<file path="src/rtl/alu32_pipe.sv">
// Two-stage, valid/ready pipelined 32-bit ALU with sticky overflow and a delivered-op counter.
// Stage 1 holds the operands; stage 2 holds the computed result and drives the response directly.
module alu32_pipe (
    input  logic        clk,
    input  logic        rst_n,
    input  logic        in_valid,
    output logic        in_ready,
    input  logic [31:0] A,
    input  logic [31:0] B,
    input  logic [3:0]  ALUctl,
    output logic        out_valid,
    input  logic        out_ready,
    output logic [31:0] result,
    output logic        overflow,
    output logic        zero,
    output logic        illegal,
    input  logic        clr_status,
    output logic        ovf_sticky,
    output logic [15:0] op_count
);

    localparam logic [3:0] OP_AND  = 4'b0000;
    localparam logic [3:0] OP_OR   = 4'b0001;
    localparam logic [3:0] OP_ADD  = 4'b0010;
    localparam logic [3:0] OP_SUB  = 4'b0110;
    localparam logic [3:0] OP_SLT  = 4'b0111;
    localparam logic [3:0] OP_NOR  = 4'b1100;
    localparam logic [3:0] OP_NAND = 4'b1101;

    logic        s1_valid_q, s1_valid_d;
    logic [31:0] s1_a_q, s1_a_d;
    logic [31:0] s1_b_q, s1_b_d;
    logic [3:0]  s1_ctl_q, s1_ctl_d;
    logic        s2_valid_q, s2_valid_d;
    logic [31:0] s2_result_q, s2_result_d;
    logic        s2_ovf_q, s2_ovf_d;
    logic        s2_illegal_q, s2_illegal_d;
    logic        ovf_sticky_q, ovf_sticky_d;
    logic [15:0] op_count_q, op_count_d;

    logic        accept;
    logic        advance;
    logic        deliver;

    logic [31:0] and_v;
    logic [31:0] or_v;
    logic [31:0] sum_v;
    logic [31:0] diff_v;
    logic        add_ovf;
    logic        sub_ovf;
    logic [31:0] alu_result;
    logic        alu_ovf;
    logic        alu_illegal;

    // Stage 2 frees up whenever it is empty or its entry is being consumed;
    // stage 1 moves forward under exactly the same condition.
    assign advance  = !s2_valid_q || out_ready;
    assign in_ready = !s1_valid_q || !s2_valid_q || out_ready;
    assign accept   = in_valid && in_ready;
    assign deliver  = s2_valid_q && out_ready;

    genvar gi;
    generate
        for (gi = 0; gi < 32; gi++) begin : g_bitwise
            assign and_v[gi] = s1_a_q[gi] & s1_b_q[gi];
            assign or_v[gi]  = s1_a_q[gi] | s1_b_q[gi];
        end
    endgenerate

    assign sum_v   = s1_a_q + s1_b_q;
    assign diff_v  = s1_a_q - s1_b_q;
    assign add_ovf = (s1_a_q[31] == s1_b_q[31]) && (sum_v[31] != s1_a_q[31]);
    assign sub_ovf = (s1_a_q[31] != s1_b_q[31]) && (diff_v[31] != s1_a_q[31]);

    always_comb begin
        alu_result  = 32'd0;
        alu_ovf     = 1'b0;
        alu_illegal = 1'b0;
        unique case (s1_ctl_q)
            OP_AND:  alu_result = and_v;
            OP_OR:   alu_result = or_v;
            OP_ADD: begin
                alu_result = sum_v;
                alu_ovf    = add_ovf;
            end
            OP_SUB: begin
                alu_result = diff_v;
                alu_ovf    = sub_ovf;
            end
            // Sign of the true difference: flip the wrapped sign bit when the subtract overflowed.
            OP_SLT:  alu_result = {31'd0, diff_v[31] ^ sub_ovf};
            OP_NOR:  alu_result = ~or_v;
            OP_NAND: alu_result = ~and_v;
            default: alu_illegal = 1'b1;
        endcase
    end

    always_comb begin
        s1_valid_d   = s1_valid_q;
        s1_a_d       = s1_a_q;
        s1_b_d       = s1_b_q;
        s1_ctl_d     = s1_ctl_q;
        s2_valid_d   = s2_valid_q;
        s2_result_d  = s2_result_q;
        s2_ovf_d     = s2_ovf_q;
        s2_illegal_d = s2_illegal_q;

        if (advance) begin
            s2_valid_d = s1_valid_q;
            if (s1_valid_q) begin
                s2_result_d  = alu_result;
                s2_ovf_d     = alu_ovf;
                s2_illegal_d = alu_illegal;
            end
            s1_valid_d = 1'b0;
        end

        if (accept) begin
            s1_valid_d = 1'b1;
            s1_a_d     = A;
            s1_b_d     = B;
            s1_ctl_d   = ALUctl;
        end
    end

    // A clear coincident with a delivery takes priority over the update.
    always_comb begin
        ovf_sticky_d = ovf_sticky_q;
        op_count_d   = op_count_q;
        if (clr_status) begin
            ovf_sticky_d = 1'b0;
            op_count_d   = 16'd0;
        end else if (deliver) begin
            ovf_sticky_d = ovf_sticky_q | s2_ovf_q;
            op_count_d   = op_count_q + 16'd1;
        end
    end

    always_ff @(posedge clk or negedge rst_n) begin
        if (!rst_n) begin
            s1_valid_q   <= 1'b0;
            s1_a_q       <= 32'd0;
            s1_b_q       <= 32'd0;
            s1_ctl_q     <= 4'd0;
            s2_valid_q   <= 1'b0;
            s2_result_q  <= 32'd0;
            s2_ovf_q     <= 1'b0;
            s2_illegal_q <= 1'b0;
            ovf_sticky_q <= 1'b0;
            op_count_q   <= 16'd0;
        end else begin
            s1_valid_q   <= s1_valid_d;
            s1_a_q       <= s1_a_d;
            s1_b_q       <= s1_b_d;
            s1_ctl_q     <= s1_ctl_d;
            s2_valid_q   <= s2_valid_d;
            s2_result_q  <= s2_result_d;
            s2_ovf_q     <= s2_ovf_d;
            s2_illegal_q <= s2_illegal_d;
            ovf_sticky_q <= ovf_sticky_d;
            op_count_q   <= op_count_d;
        end
    end

    assign out_valid  = s2_valid_q;
    assign result     = s2_result_q;
    assign overflow   = s2_ovf_q;
    assign zero       = (s2_result_q == 32'd0);
    assign illegal    = s2_illegal_q;
    assign ovf_sticky = ovf_sticky_q;
    assign op_count   = op_count_q;

endmodule

</file>
<file path="config.mk">
export PLATFORM = sky130hd
export DESIGN_NAME = alu32_pipe
export DESIGN_NICKNAME = d
export VERILOG_FILES = /design/src/rtl/alu32_pipe.sv
export SDC_FILE = /design/constraint.sdc
export NUM_CORES = 1
export LEC_CHECK = 0
export BUFFER_PORTS_ARGS = -buffer_cell sky130_fd_sc_hd__buf_2
export CAP_MARGIN = 30
export CORE_MARGIN = 5
export CORE_UTILIZATION = 48
export DETAILED_ROUTE_END_ITERATION = 6
export PLACE_DENSITY = 0.68
export SYNTH_ARGS = -nofsm -noshare
export SYNTH_HDL_FRONTEND = slang
export SYNTH_SLANG_ARGS = --single-unit
</file>
<file path="constraint.sdc">
create_clock -name clk -period 5 [get_ports clk]
set_input_delay 0 -clock clk [delete_from_list [all_inputs] [get_ports clk]]
set_output_delay 0 -clock clk [all_outputs]
set_load 0.005 [all_outputs]
</file>
==> run_results.csv, run 1 <==
group,metric,value,unit
synth,synth.avg_cell_area,9.14,µm²
timing,clock.fmax,253,MHz
timing,relSlewSlack,0.390,
synth,ys.flop_type,"dfrtp_1",
floorplan,initial_core_util,0.488,
timing,layout_min_cycle_time,3.95,ns
layout,multi_input_area,0.00610,mm²
setup_path,startpoint_type,"flop",
flow_run,drv_cap,0,
clocking,insertion_delay,0.44,ns
setup_path,slowest_delay,0.52,ns
global_route,grt_pass1_wl,47.3,mm
layout,nNetsFinal,1416,
synth,syn_area,0.00986,mm²
timing,rsz0062_at_grt,"false",
layout,drive_gt1_frac,0.214,
placed_design,io_buffers,126,
hold_path,hold_path_class,"in -> async",
status,status,"completed",
placed_design,place_area,0.0106,mm²
setup_path,worstSetupPathType,"reg -> reg",
setup_path,critPathCaptureType,"flop",
floorplan,rows,52,
layout,stdcell_area,0.0119,mm²
clocking,cts_tree,"built",
synth,syn_nets,1254,
setup_path,critPathBufInv,2,
setup_path,crit_family,"compound AO/OA/AOI/OAI gates",
clocking,clock_path_buffers,2,
timing,fin_crit_sh,0.790,
setup_path,cp.arrival,4.25,ns
floorplan,design.die.area,0.0235,mm²
synth,yosys_warnings,0,
pwr,swShare,0.404,
timing,finalSetupViolations,0,
layout,final_common_cell,"buf_2",
synth,yosys-top-cells-area,"dfrtp_1 (31%), ha_1 (13%), mux2_2 (8.0%), a21oi_1 (3.5%), inv_1 (3.5%)",
route,routed_wl,29.2,mm
timing,finalClockSkew,0.0196,ns
layout,num_antenna_cells,0,
clocking,cts_made_buffers,17,
synth,synth_seq_cells,121,
route,drtIter0Drc,820,
pwr,power.density,389,mW/mm²
global_route,grt_use_total,0.243,
route,wl_per_cell,19.2,µm
placed_design,place_hpwl,20.4,mm
pwr,power_frac_seq,0.280,
pwr,power_switching,1.87,mW
clocking,cts-root-buf,"clkbuf_16",
setup_path,cp-startpoint,"s1_a_q[9]$_DFFE_PN0P_",
setup_path,timing.critical_path.slowest_stage_cell,"fa_1",
route,drc,0,
route,drtPass1Iterations,5,
layout,area.growth.synth_to_final,21.0,%
route,vias,9178,
route,final_antenna_net_count,0,
placed_design,gp_congestion,0.922,
setup_path,crit_required,5.30,ns
route,via_per_inst,6.02,
global_route,grt_pass1_vias,8943,
clocking,htreeDepth,4,
layout,final-seq-area,0.00303,mm²
synth,synth-async-reset-ratio,1.00,
timing,final-max-slew-violation-count,0,
synth,synth_cell_types,78,
timing,worst-slew-pin-transition,0.912,ns
pwr,ir_drop,274,µV
pwr,combPwrFrac,0.436,
setup_path,path_max_fanout,6,
pwr,p_leak,5.53,nW
layout,final_cell_mix,"buf_2 (125), dfrtp_1 (120), ha_1 (99)",
global_route,grt_overflow_total,0,
clocking,path_clk_slew,0.06,ns
setup_path,crit_path_frequent_cell,"inv_1",
global_route,grt_max_degree,70,
floorplan,die_h,153,µm
timing,hold_viol_final,0,
synth,synth_edf_count,0,
synth,synth_top_area_share,0.307,
floorplan,dieWidth,153,µm
synth,synthCells,1079,
timing,finalSetupTns,0,ns
global_route,antenna_found_initial,0,
layout,num-fill-cells,1811,
pwr,power_frac_clock,0.285,
pwr,p_int,2.77,mW
setup_path,r2r_start,"s1_a_q[9]$_DFFE_PN0P_",
floorplan,core,0.0202,mm²
setup_path,crit_chain,"inv_1, ha_1, inv_1, a21oi_1, nor2_1, a31oi_1, a31oi_4, o2111ai_2, o221ai_2, a21oi_2, o21bai_1, a221oi_1, fa_1, xor2_1, nor3_1, a22oi_1, o31ai_1",
clocking,clock-sinks,121,
synth,yosysSeqAreaShare,0.307,
floorplan,io-pin-count,127,
synth,synth_top_area_cell,"dfrtp_1",
layer usage:
layer / share of wire / wire, µm / up-vias / global-route usage
li1: - / - / 4298 / -
met2: 0.46 / 13400 / 400 / 0.390
met5: 0 / 0 / - / 0
met1: 0.44 / 13000 / 4416 / 0.334
met3: 0.075 / 2180 / 64 / 0.0452
met4: 0.023 / 685 / 0 / 0.0786
cell type report:
class	count	share of cell area
multi-input cells	792	0.511
inverters	97	0.0305
flip-flops and latches	121	0.254
clock inverters	15	0.0161
repair buffers	212	0.125
clock buffers	17	0.0356
well taps	270	0.0283
cells by family (layout without fill, tap and decap cells):
group | Yosys count | after routing | share of synthesized area
buffers and inverters | 166 | 341 | 0.0755
and+or+nand+nor | 235 | 235 | 0.118
xor gates and xnor gates | 41 | 41 | 0.0364
AOI/OAI and AO/OA | 339 | 339 | 0.246
DFF | 121 | 121 | 0.307
adders and majority gates | 102 | 102 | 0.132
muxes | 75 | 75 | 0.0850
what timing repair did:
| action | 4_1_cts | 5_1_grt |
|---|---|---|
| setup buffers | 0 | 0 |
| hold buffers | 73 | 0 |
| setup endpoints to repair | 0 | 0 |
| resized for setup | 0 | 0 |
| endpoints found under the hold margin | 161 | 0 |
metrics by stage:
stage	hold slack (ns)	std cells	power [mW]	utilization	worst slack, ns
3_5_place_dp	-0.0134	1419	3.24	0.523	1.11
6_report	0.0778	1524	4.64	0.590	1.05
5_1_grt	0.138	1524	4.91	0.590	0.712
3_3_place_gp	0.221	1417	3.21	0.521	1.23
4_1_cts	0.0978	1524	4.62	0.590	1.09
2_1_floorplan	-0.296	1079	2.74	-	1.52
sequential cells by signal (all words and copies together), names as in the netlist, 4 cells and up:
name,count
s1_ctl_q,4
s1_a_q,32
result,32
s1_b_q,32
op_count,16
final timing paths:
| path | to | slack [ns] | cells past startpoint |
|---|---|---|---|
| setup / recovery | overflow$_DFFE_PN0P_ | 1.05 | 17 |
| hold / removal | result[10]$_DFFE_PN0P_ | 0.08 | 2 |
| setup reg to reg | overflow$_DFFE_PN0P_ | 1.05 | 17 |
| hold reg to reg | ovf_sticky$_DFFE_PN0P_ | 0.50 | 2 |
| max in group asynchronous | s1_ctl_q[2]$_DFFE_PN0P_ | 3.87 | 3 |
| min in group clk | s1_a_q[20]$_DFFE_PN0P_ | 0.32 | 3 |
power by group through the flow:
stage               registers (mW)  logic (mW)  clock network, mW
finish                        1.30        2.02               1.32
global route                  1.31        2.21               1.38
CTS                           1.30        1.99               1.34
detailed placement            1.31        1.93                  0
global placement              1.31        1.91                  0
floorplan                     1.26        1.48                  0
Yosys cell counts, types with 6 or more instances:
library cell,number
nand3_1,16
nor3_1,23
a22oi_1,10
a221o_1,32
buf_1,8
xnor2_1,30
nand2b_1,10
o31ai_1,8
nor4_1,12
xor2_1,11
nor2_1,72
o221ai_1,31
a211oi_1,12
dfrtp_1,121
inv_1,91
buf_6,6
and2_1,7
a32oi_1,18
a31oi_1,13
o21bai_1,12
and3_1,8
ha_1,99
a21o_1,18
clkbuf_8,7
mux2_2,70
nand4_1,8
or3_1,6
clkbuf_1,45
nand2_1,48
o21ai_1,16
a21oi_1,69
o21ai_0,47
No activity file was read; power rests on OpenSTA's default activity.
==> run 2, diff against run 1 <==
PLACE_DENSITY = 0.71   (was 0.68)
clock period = 3.2 ns   (was 5 ns; I/O delays follow)
==> run 2 against run 1 <==
Compared with the run above: the run now ends with negative setup slack left; core utilization up 6.4 points; non-clock buffer count grew 156; design area up 11%; total power rose by 71%; via count is 8.1% higher; final cell count grew 10%; hold slack worse by 0.058 ns; critical path depth stayed put; clock power grew 53%; clock-buffer cell count rose by 1; sequential power up 54%; critical path type unchanged; critical endpoint unchanged; highest routed layer unchanged.
==> run_results.csv, run 2 (synthesized netlist as in run 1, its figures left out) <==
group,metric,value,unit
status,status,"finished with violations",
status,violations,"negative setup slack",
setup_path,cp.arrival,3.90,ns
setup_path,crit_required,3.51,ns
pwr,total_power,7.93,mW
flow_run,drv_cap,0,
clocking,path_clk_slew,0.06,ns
route,final_antenna_net_count,0,
layout,num_antenna_cells,0,
setup_path,rr_endpoint,"overflow$_DFFE_PN0P_",
timing,finalSetupTns,-0.870,ns
clocking,cts-root-buf,"clkbuf_16",
route,wl_per_cell,18.7,µm
floorplan,io-pin-count,127,
route,drtPass1Iterations,7,
timing,worst-slew-pin-transition,0.721,ns
timing,rsz0062_at_grt,"true",
placed_design,io_buffers,126,
route,drc,0,
layout,drive_gt1_frac,0.315,
global_route,grt_pass1_wl,50.4,mm
setup_path,rr_worst_depth,17,
placed_design,placed_cells,1562,
floorplan,design.die.area,0.0235,mm²
placed_design,place_area,0.0117,mm²
placed_design,pre_cts_ws,-0.440,ns
clocking,insertion_delay,0.43,ns
floorplan,initial_core_util,0.488,
layout,final_cell_mix,"buf_4 (165), buf_2 (125), dfrtp_1 (120)",
pwr,power.density,600,mW/mm²
floorplan,die_h,153,µm
clocking,cts_tree,"built",
timing,relSlewSlack,0.515,
layout,area.growth.synth_to_final,34.1,%
timing,final-max-slew-violation-count,0,
hold_path,hold_path_class,"in -> async",
setup_path,path_max_fanout,3,
setup_path,startpoint_type,"flop",
clocking,cts_made_buffers,17,
clocking,clock-sinks,121,
timing,layout_min_cycle_time,3.59,ns
global_route,grt_use_total,0.261,
setup_path,critPathCaptureType,"flop",
timing,fin_ws,-0.392,ns
route,drtIter0Drc,891,
timing,fin_crit_sh,1.12,
layout,nNetsFinal,1572,
layout,fin_cells,1680,
placed_design,gp_congestion,0.925,
layout,finalCoreUtilization,0.654,
route,via_per_inst,5.90,
timing,clock.fmax,278,MHz
clocking,htreeDepth,4,
timing,finalSetupViolations,4,
floorplan,dieWidth,153,µm
pwr,p_leak,6.28,nW
global_route,grt_overflow_total,0,
timing,whs,0.0194,ns
floorplan,rows,52,
clocking,clock_path_buffers,2,
layout,num-fill-cells,1636,
route,vias,9917,
global_route,grt_pass1_vias,9979,
global_route,grt_max_degree,58,
placed_design,place_hpwl,22.2,mm
global_route,antenna_found_initial,0,
timing,hold_viol_final,0,
route,routed_wl,31.4,mm
floorplan,core,0.0202,mm²
setup_path,worstSetupPathType,"reg -> reg",
timing,finalClockSkew,0.00981,ns
pwr,ir_drop,415,µV
setup_path,r2r_slack,-0.39,ns
layout,stdcell_area,0.0132,mm²
setup_path,r2r_start,"s1_b_q[1]$_DFFE_PN0P_",
layout,final_common_cell,"buf_4",
[run 2: cell count changes in the layout (fill, tap and decap cells not counted), moves of 4 or more]
| cell | previous run | this run |
|---|---|---|
| ha_1 | 99 | 95 |
| a21oi_1 | 69 | 64 |
| buf_4 | 12 | 165 |
| a21oi_2 | 2 | 6 |
[run 2: layout make-up]
type / count / area [µm²] / share of cell area
Timing Repair Buffer: 368 / 2670 / 0.202
Clock inverter: 14 / 174 / 0.0132
Inverter: 97 / 364 / 0.0275
Tap cell: 270 / 338 / 0.0255
Clock buffer: 18 / 429 / 0.0325
Sequential cell: 121 / 3030 / 0.229
Multi-Input combinational cell: 792 / 6220 / 0.470
[run 2: how the worst max path moves through the flow]
stage                          start                    to  slack [ns]  depth (start not counted)
3_5_place_dp   s1_b_q[1]$_DFFE_PN0P_  overflow$_DFFE_PN0P_       -0.44                         17
2_1_floorplan  s1_a_q[1]$_DFFE_PN0P_  overflow$_DFFE_PN0P_       -0.19                         17
4_1_cts        s1_b_q[1]$_DFFE_PN0P_  overflow$_DFFE_PN0P_       -0.44                         17
6_report       s1_b_q[1]$_DFFE_PN0P_  overflow$_DFFE_PN0P_       -0.39                         17
3_3_place_gp   s1_b_q[1]$_DFFE_PN0P_  overflow$_DFFE_PN0P_       -0.36                         17
5_1_grt        s1_a_q[1]$_DFFE_PN0P_  overflow$_DFFE_PN0P_       -0.56                         17
[run 2: critical path, cell delays in order (launching register included)]
cell and delay (ns):
dfrtp_1 0.40, inv_2 0.10, ha_4 0.21, o21bai_4 0.14, a21oi_4 0.08, o31a_1 0.27, a211o_1 0.33, a31oi_4 0.20
o2111ai_2 0.16, o221ai_2 0.23, a21oi_2 0.11, o21bai_1 0.16, a221oi_2 0.09, fa_1 0.54, xor2_1 0.18, nor3_2 0.05
a22oi_1 0.15, o31ai_1 0.09
[run 2: power breakdown]
group	internal, mW	leakage, nW	switching, mW	total (mW)
clock network	1.23	0.283	0.794	2.02
logic	1.83	4.50	2.08	3.91
registers	1.76	1.51	0.240	2.00
[run 2: per-layer routing]
metal	share of wire	global-route usage
met1	0.42	0.340
met2	0.47	0.429
met3	0.073	0.0481
met4	0.029	0.108
met5	0	0
[run 2: timing repair]
action	in CTS	in global routing
buffers inserted	7	6
gates resized for setup	11	12
hold buffers	73	0
pin swaps	18	17
endpoints found under the hold margin	159	0
endpoints found under the setup margin	8	9
